===== src/rtl/display_pkg.sv =====
// ---------------------------------------------------------------------------
// display_pkg
// Shared definitions for the display arbiter.
//   NUM_REQ          : number of requesters sharing the display
//   IDLE_BCD_DEFAULT : pattern shown with no owner (non-digit codes = dashes)
//   state_t          : arbiter states IDLE / OWN
//   rr_next()        : first set request index strictly after 'last', wrapping
// ---------------------------------------------------------------------------
package display_pkg;

   localparam int          NUM_REQ          = 4;
   localparam logic [15:0] IDLE_BCD_DEFAULT = 16'hFFFF;

   typedef enum logic {
      IDLE = 1'b0,
      OWN  = 1'b1
   } state_t;

   // Searches last+1, last+2, ... wrapping modulo NUM_REQ. Returns 'last'
   // when nothing is set; callers qualify the result with |req.
   function automatic logic [1:0] rr_next(input logic [NUM_REQ-1:0] req,
                                          input logic [1:0]         last);
      logic [1:0] idx;
      logic [1:0] j;
      logic       hit;
      idx = last;
      hit = 1'b0;
      for (int k = 1; k <= NUM_REQ; k++) begin
         j = last + 2'(k);
         if (!hit && req[j]) begin
            idx = j;
            hit = 1'b1;
         end
      end
      return idx;
   endfunction

endpackage


===== src/rtl/rr_picker.sv =====
// ---------------------------------------------------------------------------
// rr_picker
// Combinational round-robin candidate search.
//   req   [3:0] in  : request levels
//   mask  [3:0] in  : requesters excluded from the search (current owner)
//   last  [1:0] in  : most recently granted index; search starts at last+1
//   found       out : some unmasked request is set
//   idx   [1:0] out : chosen requester, valid when found=1
// ---------------------------------------------------------------------------
module rr_picker
   import display_pkg::*;
(
   input  logic [NUM_REQ-1:0] req,
   input  logic [NUM_REQ-1:0] mask,
   input  logic [1:0]         last,
   output logic               found,
   output logic [1:0]         idx
);

   logic [NUM_REQ-1:0] w_cand;

   assign w_cand = req & ~mask;
   assign found  = |w_cand;
   assign idx    = rr_next(w_cand, last);

endmodule


===== src/rtl/display_arbiter.sv =====
// ---------------------------------------------------------------------------
// display_arbiter
// Shares one 4-digit 7-segment driver among four requesters. Round-robin
// ownership with a minimum hold time; requester 0 preempts any other owner.
//   clk            in  : system clock, all logic on posedge
//   rst_n          in  : synchronous active-low reset
//   req      [3:0] in  : request levels, held while the display is wanted
//   bcd_in  [63:0] in  : requester i digits at bcd_in[16*i +: 16]
//   dp_in    [3:0] in  : decimal-point enable per requester
//   gnt      [3:0] out : one-hot grant, 0 when idle
//   owner    [1:0] out : current owner index, valid when active=1
//   active         out : some requester owns the display
//   bcd_out [15:0] out : digits to the display driver (registered)
//   en_dec_pt      out : decimal-point enable to the display driver
// ---------------------------------------------------------------------------
module display_arbiter
   import display_pkg::*;
#(
   parameter int          HOLD_CYCLES = 50_000_000,
   parameter logic [15:0] IDLE_BCD    = IDLE_BCD_DEFAULT
)
(
   input  logic                 clk,
   input  logic                 rst_n,
   input  logic [NUM_REQ-1:0]   req,
   input  logic [16*NUM_REQ-1:0] bcd_in,
   input  logic [NUM_REQ-1:0]   dp_in,
   output logic [NUM_REQ-1:0]   gnt,
   output logic [1:0]           owner,
   output logic                 active,
   output logic [15:0]          bcd_out,
   output logic                 en_dec_pt
);

   localparam int            CW       = $clog2(HOLD_CYCLES + 1);
   localparam logic [CW-1:0] HOLD_MAX = CW'(HOLD_CYCLES - 1);

   state_t              r_state;
   logic [NUM_REQ-1:0]  r_gnt;
   logic [1:0]          r_owner;
   logic [1:0]          r_last;
   logic [CW-1:0]       r_cnt;
   logic                r_active;
   logic [15:0]         r_bcd;
   logic                r_dp;

   logic [15:0]         w_slot [NUM_REQ];
   logic [NUM_REQ-1:0]  w_mask;
   logic                w_found;
   logic [1:0]          w_idx;
   logic                w_hold_done;
   logic                w_grant_new;
   logic                w_go_idle;
   logic [1:0]          w_next_idx;

   genvar gi;
   generate
      for (gi = 0; gi < NUM_REQ; gi++) begin : g_slot
         assign w_slot[gi] = bcd_in[16*gi +: 16];
      end
   endgenerate

   // While owning, r_last equals r_owner, so the same picker serves both the
   // idle search and the "next candidate after the owner" search.
   assign w_mask = (r_state == OWN) ? (NUM_REQ'(1) << r_owner) : '0;

   rr_picker u_picker (
      .req   (req),
      .mask  (w_mask),
      .last  (r_last),
      .found (w_found),
      .idx   (w_idx)
   );

   assign w_hold_done = (r_cnt == HOLD_MAX);

   always_comb begin
      w_grant_new = 1'b0;
      w_go_idle   = 1'b0;
      w_next_idx  = r_owner;
      case (r_state)
         IDLE: begin
            if (w_found) begin
               w_grant_new = 1'b1;
               w_next_idx  = w_idx;
            end else begin
               w_go_idle = 1'b1;
            end
         end
         OWN: begin
            if (req[0] && (r_owner != 2'd0)) begin
               // urgent requester wins regardless of hold
               w_grant_new = 1'b1;
               w_next_idx  = 2'd0;
            end else if (!req[r_owner]) begin
               if (w_found) begin
                  w_grant_new = 1'b1;
                  w_next_idx  = w_idx;
               end else begin
                  w_go_idle = 1'b1;
               end
            end else if (w_hold_done && w_found) begin
               w_grant_new = 1'b1;
               w_next_idx  = w_idx;
            end
         end
         default: w_go_idle = 1'b1;
      endcase
   end

   always_ff @(posedge clk) begin
      if (!rst_n) begin
         r_state  <= IDLE;
         r_gnt    <= '0;
         r_owner  <= 2'd0;
         r_last   <= 2'd3;
         r_cnt    <= '0;
         r_active <= 1'b0;
         r_bcd    <= IDLE_BCD;
         r_dp     <= 1'b0;
      end else if (w_grant_new) begin
         // grant and data source switch on the same edge
         r_state  <= OWN;
         r_gnt    <= NUM_REQ'(1) << w_next_idx;
         r_owner  <= w_next_idx;
         r_last   <= w_next_idx;
         r_cnt    <= '0;
         r_active <= 1'b1;
         r_bcd    <= w_slot[w_next_idx];
         r_dp     <= dp_in[w_next_idx];
      end else if (w_go_idle) begin
         r_state  <= IDLE;
         r_gnt    <= '0;
         r_cnt    <= '0;
         r_active <= 1'b0;
         r_bcd    <= IDLE_BCD;
         r_dp     <= 1'b0;
      end else begin
         // owner keeps the display; counter saturates at HOLD_CYCLES-1
         if (!w_hold_done) begin
            r_cnt <= r_cnt + 1'b1;
         end
         r_bcd <= w_slot[r_owner];
         r_dp  <= dp_in[r_owner];
      end
   end

   assign gnt       = r_gnt;
   assign owner     = r_owner;
   assign active    = r_active;
   assign bcd_out   = r_bcd;
   assign en_dec_pt = r_dp;

endmodule


===== config.mk =====
export PLATFORM = sky130hd
export DESIGN_NAME = display_arbiter
export DESIGN_NICKNAME = d
export VERILOG_FILES = /design/src/rtl/display_pkg.sv /design/src/rtl/rr_picker.sv /design/src/rtl/display_arbiter.sv
export SDC_FILE = /design/constraint.sdc
export NUM_CORES = 1
export LEC_CHECK = 0
export CAP_MARGIN = 10
export CORE_MARGIN = 8
export CORE_UTILIZATION = 48
export DETAILED_ROUTE_END_ITERATION = 8
export PLACE_DENSITY_LB_ADDON = 0.3
export SLEW_MARGIN = 20
export SYNTH_ARGS = -nofsm -noshare
export SYNTH_HDL_FRONTEND = slang
export SYNTH_HIERARCHICAL = 1
export SYNTH_SLANG_ARGS = --single-unit

===== constraint.sdc =====
create_clock -name clk -period 4.84 [get_ports clk]
set_clock_uncertainty 0.1 [all_clocks]
set_input_delay 0.968 -clock clk [delete_from_list [all_inputs] [get_ports clk]]
set_output_delay 0.968 -clock clk [all_outputs]
set_load 0.05 [all_outputs]

After elaboration in Yosys (flattened, before gate mapping)
Index checks and enable logic that the tools add are counted.

storage, ports and cells
  flip-flop bits (word level) = 52
  bits of input ports = 74
  logic and storage cells = 90
  output and inout bits = 24

cells by class
  equality and inequality tests = 1
  muxes and demuxes = 50
  bitwise operators = 6
  $lt $le $gt $ge = 8
  shift operators = 2
  reductions and logical operators = 12
  $add $sub $neg = 4

operator list
  cell                                                                          number
  16-bit 2-to-1 mux                                                             6
  16-bit binary-select mux with 2-bit select                                    2
  26-bit by 1-bit adder with 26-bit output, second input constant               1
  26-bit == test, second input constant                                         1
  1-bit 2-to-1 mux                                                              21
  2-bit by 3-bit less-than comparator with 1-bit output, second input constant  6
  2-bit 2-to-1 mux                                                              8
  1-bit binary-select mux with 2-bit select                                     7
  4-bit 2-to-1 mux                                                              3
  1-bit by 2-bit left shift with 4-bit output, first input constant             2
  3-bit greater-or-equal comparator, second input constant                      2
  2-bit NOT with 3-bit output                                                   2
  1-bit logical AND                                                             5
  2-bit adder, second input constant                                            2
  4-bit bitwise AND                                                             1
  4-bit NOT                                                                     1
  1-bit case mux with 2 select lines                                            2
  2-bit case mux with 2 select lines                                            1
  2-bit nonzero test                                                            2
  4-bit OR reduction                                                            1
  1-bit logical NOT                                                             3
  3-bit OR reduction                                                            1
  2-bit by 1-bit adder with 2-bit output, second input constant                 1
  1-bit NOT                                                                     2

Depth between registers and ports, before layout
  word-level depth = 25
  mapped depth = 15
  mapped depth without buffers = 11

Hierarchy
The synthesis kept the hierarchy.

by module, submodules not included
  module           cells an instance  seq. area each (um^2)  area each (um^2)  instances
  display_arbiter  340                1041.0                 3276.9            1
  rr_picker        17                 0.0                    117.6             1

Least setup slack after synthesis
No wires, ideal clock.

  path kind = register to register
  start = register r_owner[0], in the netlist owner[0]
  end = register r_bcd[0], in the netlist bcd_out[0]
  library setup time = 0.126 ns
  path buffers = 4
  cell stages (with the launch flop) = 15
  arrival time = 3.233 ns
  data required time = 4.614 ns
  path slack = 1.382 ns
  clock period less this slack = 3.458 ns
  cell sequence = dfxtp_1 -> buf_6 -> clkbuf_1 -> nand2_1 -> nor2_1 -> and2b_1 -> nor2_1 -> nand3_1 -> nand4_1 -> o2bb2ai_4 -> mux2i_2 -> buf_4 -> buf_2 -> mux2i_1 -> a211oi_1

between the ends
  elaborated cells on any way between the ends = 55
  those cells by class = 1 x shift; 40 x mux; 4 x bitwise; 10 x reduce/logical

RTL lines
  what                                                  RTL line                source
  start: declaration                                    display_arbiter.sv:40   logic [1:0] r_owner;
  start signal: assignment                              display_arbiter.sv:125  r_owner <= w_next_idx;
  1-bit by 2-bit left shift with 4-bit output *         display_arbiter.sv:65   assign w_mask = (r_state == OWN) ? (NUM_REQ'(1) << r_owner) : '0;
  4-bit 2-to-1 mux *                                    display_arbiter.sv:65
  named net w_mask[3]                                   display_arbiter.sv:48   logic [NUM_REQ-1:0] w_mask;
  4-bit NOT *                                           rr_picker.sv:22         assign w_cand = req & ~mask;
  4-bit bitwise AND *                                   rr_picker.sv:22
  4-bit OR reduction *                                  rr_picker.sv:23         assign found = |w_cand;
  named net w_found                                     display_arbiter.sv:49   logic w_found;
  1-bit logical AND                                     display_arbiter.sv:102  end else if (w_hold_done && w_found) begin
  2-bit 2-to-1 mux                                      display_arbiter.sv:102
  2-bit 2-to-1 mux                                      display_arbiter.sv:95   end else if (!req[r_owner]) begin
  2-bit 2-to-1 mux                                      display_arbiter.sv:91   if (req[0] && (r_owner != 2'd0)) begin
  2-bit case mux with 2 select lines                    display_arbiter.sv:81   case (r_state)
  2-bit NOT with 3-bit output (implied by the code)     display_arbiter.sv:129  r_bcd <= w_slot[w_next_idx];
  16-bit binary-select mux with 2-bit select            display_arbiter.sv:129
  16-bit 2-to-1 mux (implied by the code) (2 in a row)  display_arbiter.sv:129
  16-bit 2-to-1 mux *                                   display_arbiter.sv:121  end else if (w_grant_new) begin
  end signal: assignment                                display_arbiter.sv:129
  end signal: assignment                                display_arbiter.sv:143  r_bcd <= w_slot[r_owner];
  end: declaration                                      display_arbiter.sv:44   logic [15:0] r_bcd;

Mark *: on every way through the listed nets, which the timed path passes. The rest lies on a longest branch. The select of a mux whose other input is x is not followed.
A chain may end at the register's enable or synchronous reset.

Final worst setup path
  start = input port req[0]
  end = register r_bcd[7], in the netlist bcd_out[7]

between the ends
  elaborated cells on any way between the ends = 47
  those cells by class = 36 x mux; 2 x bitwise; 9 x reduce/logical

RTL lines
  what                                                  RTL line                source
  start: declaration                                    display_arbiter.sv:25   input logic [NUM_REQ-1:0] req,
  4-bit bitwise AND *                                   rr_picker.sv:22
  4-bit OR reduction *                                  rr_picker.sv:23
  named net w_found                                     display_arbiter.sv:49
  1-bit logical AND                                     display_arbiter.sv:102
  2-bit 2-to-1 mux                                      display_arbiter.sv:102
  2-bit 2-to-1 mux                                      display_arbiter.sv:95
  2-bit 2-to-1 mux                                      display_arbiter.sv:91
  2-bit case mux with 2 select lines                    display_arbiter.sv:81
  2-bit NOT with 3-bit output (implied by the code)     display_arbiter.sv:129
  16-bit binary-select mux with 2-bit select            display_arbiter.sv:129
  16-bit 2-to-1 mux (implied by the code) (2 in a row)  display_arbiter.sv:129
  16-bit 2-to-1 mux *                                   display_arbiter.sv:121

Marked as above.

==> reports/results.tsv <==
metric	value	unit
fp.dieH	100.1	µm
drc	0	
antenna_cells	0	
grt_first_pass_wirelength	15570	µm
required	4.96	ns
grt_antenna_before_repair	0	
drt_iter0_markers	120	
post-route-period-util	79.29	%
crit_path_max_incr_delay	0.61	ns
yosysTopAreaCell	dfxtp_1	
crit_chain	clkdlybuf4s50_1 -> nand2b_1 -> nand3_1 -> nand4_1 -> o2bb2ai_4 -> mux2i_4 -> buf_4 -> mux2i_1 -> a221oi_1	
yosys.cell_count.top_type	dfxtp_1	
vias	3178	
switching_power	0.6578	mW
first_global_vias	3239	
setup_violations	0	
synthTopCellsByArea	dfxtp_1, mux4_2, mux2i_1	
clk_pin_slew_worst_paths	0.10	ns
p_per_area	355.9	nW/µm²
min_path_type	flip-flop to flip-flop	
cts_tree	done	
async_flop_share	0	%
crit_family	buffers and inverters	
startpoint_type	input pin	
cts_buffers	5	
cp_max_fo	32	
synth_warnings	6	
dp.cells	535	
gp_congestion	0.8024	
synthFlopType	dfxtp_1	
cts.hold.buffers_added	0	
crit_start	req[0]	
netlist_area	3395	µm²
area_growth	33.06	%
gr-usage-all-layers	19.23	%
nets	521	
ff_latch_area	1041	µm²
synthSimpleGateAreaFrac	17.88	%
core	6832	µm²
viasPerCell	5.853	
clk_path_buf_depth	2	
crit_type	input pin to flip-flop	
start_util	49.69	%
synth_fa_ha_area_share	0.3686	%
cts_root_buffer	clkbuf_8	
drive_above_1_share	9.172	%
rows	30	
p_leak	1.672	nW
worst_pin_slew	1.058	ns
drv_cap	0	
clkPwrFrac	15.9	%
synthesis.instances	357	
die-area	10020	µm²
cts_setup_buffers	0	
p_sw_share	40.92	%
die_w	100.1	µm
drv_slew	0	
pwr-share-comb	51.5	%
multi_input_area	2225	µm²
syn_avg_cell_area	9.508	µm²
setup-tns-final	0	ns
power.internal	0.9499	mW
drtPass1Iterations	4	
ir_drop	0.2388	mV
synth_nets	432	
routed_wirelength	9632	µm
status	complete, no violations	
grt_max_degree	33	
ys_seq_area_share	30.67	%
dp_hpwl	7392	µm
h-tree-depth	2	
synth-compound-area-share	19.39	%
cts_resized	0	
clock_latency	0.31	ns
synthXorXnorAreaFrac	4.128	%
rr_startpoint	owner[1]	
cp_slowest_cell	clkdlybuf4s50_1	
synth_top_cell_area_share	30.67	%
fillCellCount	578	
synth_common_cells	dfxtp_1, nor2_1, mux2i_1, o21bai_1	
synth_cell_types	55	
antenna_left	0	
relSlewSlack	29.49	%
cts.sinks	52	
finalHoldViolations	0	
io_pins	98	
overflow	0	
p_seq_share	32.6	%
crit_arrival	3.96	ns
synth_seq_cells	52	
min-delay-start	gnt[0]	
io_buffers	97	
crit_path_end_kind	flip-flop	
synth_top_family_by_area	multiplexers	
crit_buf_inv	2	
stdcell_count	543	
synthMuxAreaShare	23.52	%
fmaxAchievable	260.6	MHz
rsz0062_at_grt	no	
final.min_clock_period	3.838	ns
synth_edf_count	0	
detail_route.wl_per_cell	17.74	µm
-- cell families (layout without fill, tap and decap cells) --
| family | count (synthesis) | after routing |
|---|---|---|
| DFF | 52 | 52 |
| adders and majority gates | 1 | 1 |
| AOI/OAI and AO/OA | 86 | 86 |
| muxes | 57 | 57 |
| and+or+nand+nor | 117 | 117 |
| buffers and inverters | 28 | 118 |
| xor gates and xnor gates | 16 | 16 |
-- worst min-delay path, cell delays in order (launching register included) --
cell and delay [ns]:
dfxtp_1 0.33, nand2_1 0.05, o21ai_1 0.05
-- per-stage QoR --
stage,hold slack [ns],util (%),setup slack [ns],area (µm²),power (mW)
after floorplan,0.3540,-,1.382,3395,1.117
after global placement,0.3367,64.82,0.8810,4428,1.349
after detailed placement,0.3589,64.82,0.6794,4428,1.363
after CTS,0.3736,66.12,1.002,4517,1.617
after global routing,0.3911,66.12,0.7953,4517,1.683
final,0.3683,66.12,1.002,4517,1.608
-- worst paths after layout --
kind           endpoint  slack (ns)  depth (start not counted)
max          bcd_out[7]        1.00                          9
min              gnt[0]        0.37                          2
max reg2reg  bcd_out[7]        1.51                         11
min reg2reg      gnt[0]        0.37                          2
-- flip-flops by register name (all words and copies together) (netlist names) --
name	flops
bcd_out	16
en_dec_pt	1
r_last	2
owner	2
gnt	4
r_cnt	26
active	1
-- power by group through the flow --
stage	clock network (mW)	logic, mW	registers, mW
after floorplan	0	0.390	0.727
after global placement	0	0.815	0.534
after detailed placement	0	0.830	0.533
after CTS	0.260	0.832	0.525
after global routing	0.274	0.877	0.532
final	0.256	0.828	0.524
-- layout make-up --
class | instances | area share [%]
clock buffer | 6 | 1.607
clock inverter | 2 | 0.3601
inverter | 7 | 0.5817
multi-input combinational | 277 | 49.25
sequential | 52 | 23.05
tap | 96 | 2.659
timing repair buffer | 103 | 22.49
-- placed cells by master (no fill, tap or decap), drive strengths merged, types with 4 or more instances in the layout --
master	n
nand2	17
and3	5
nand3	9
mux2i	37
a21oi	9
clkdlybuf4s50	97
nor3	5
inv	7
or3	7
dfxtp	52
nor2	45
o21ai	11
mux4	17
nand2b	4
clkbuf	6
o211ai	5
o21bai	26
buf	6
xnor2	12
xor2	4
a211oi	14
-- layer usage --
metal	global-route usage, %	share of wire, %
met1	21.19	40
met2	34.02	51
met3	6.644	7.6
met4	5.465	1.3
met5	0	0
No activity file was read; power rests on OpenSTA's default activity.
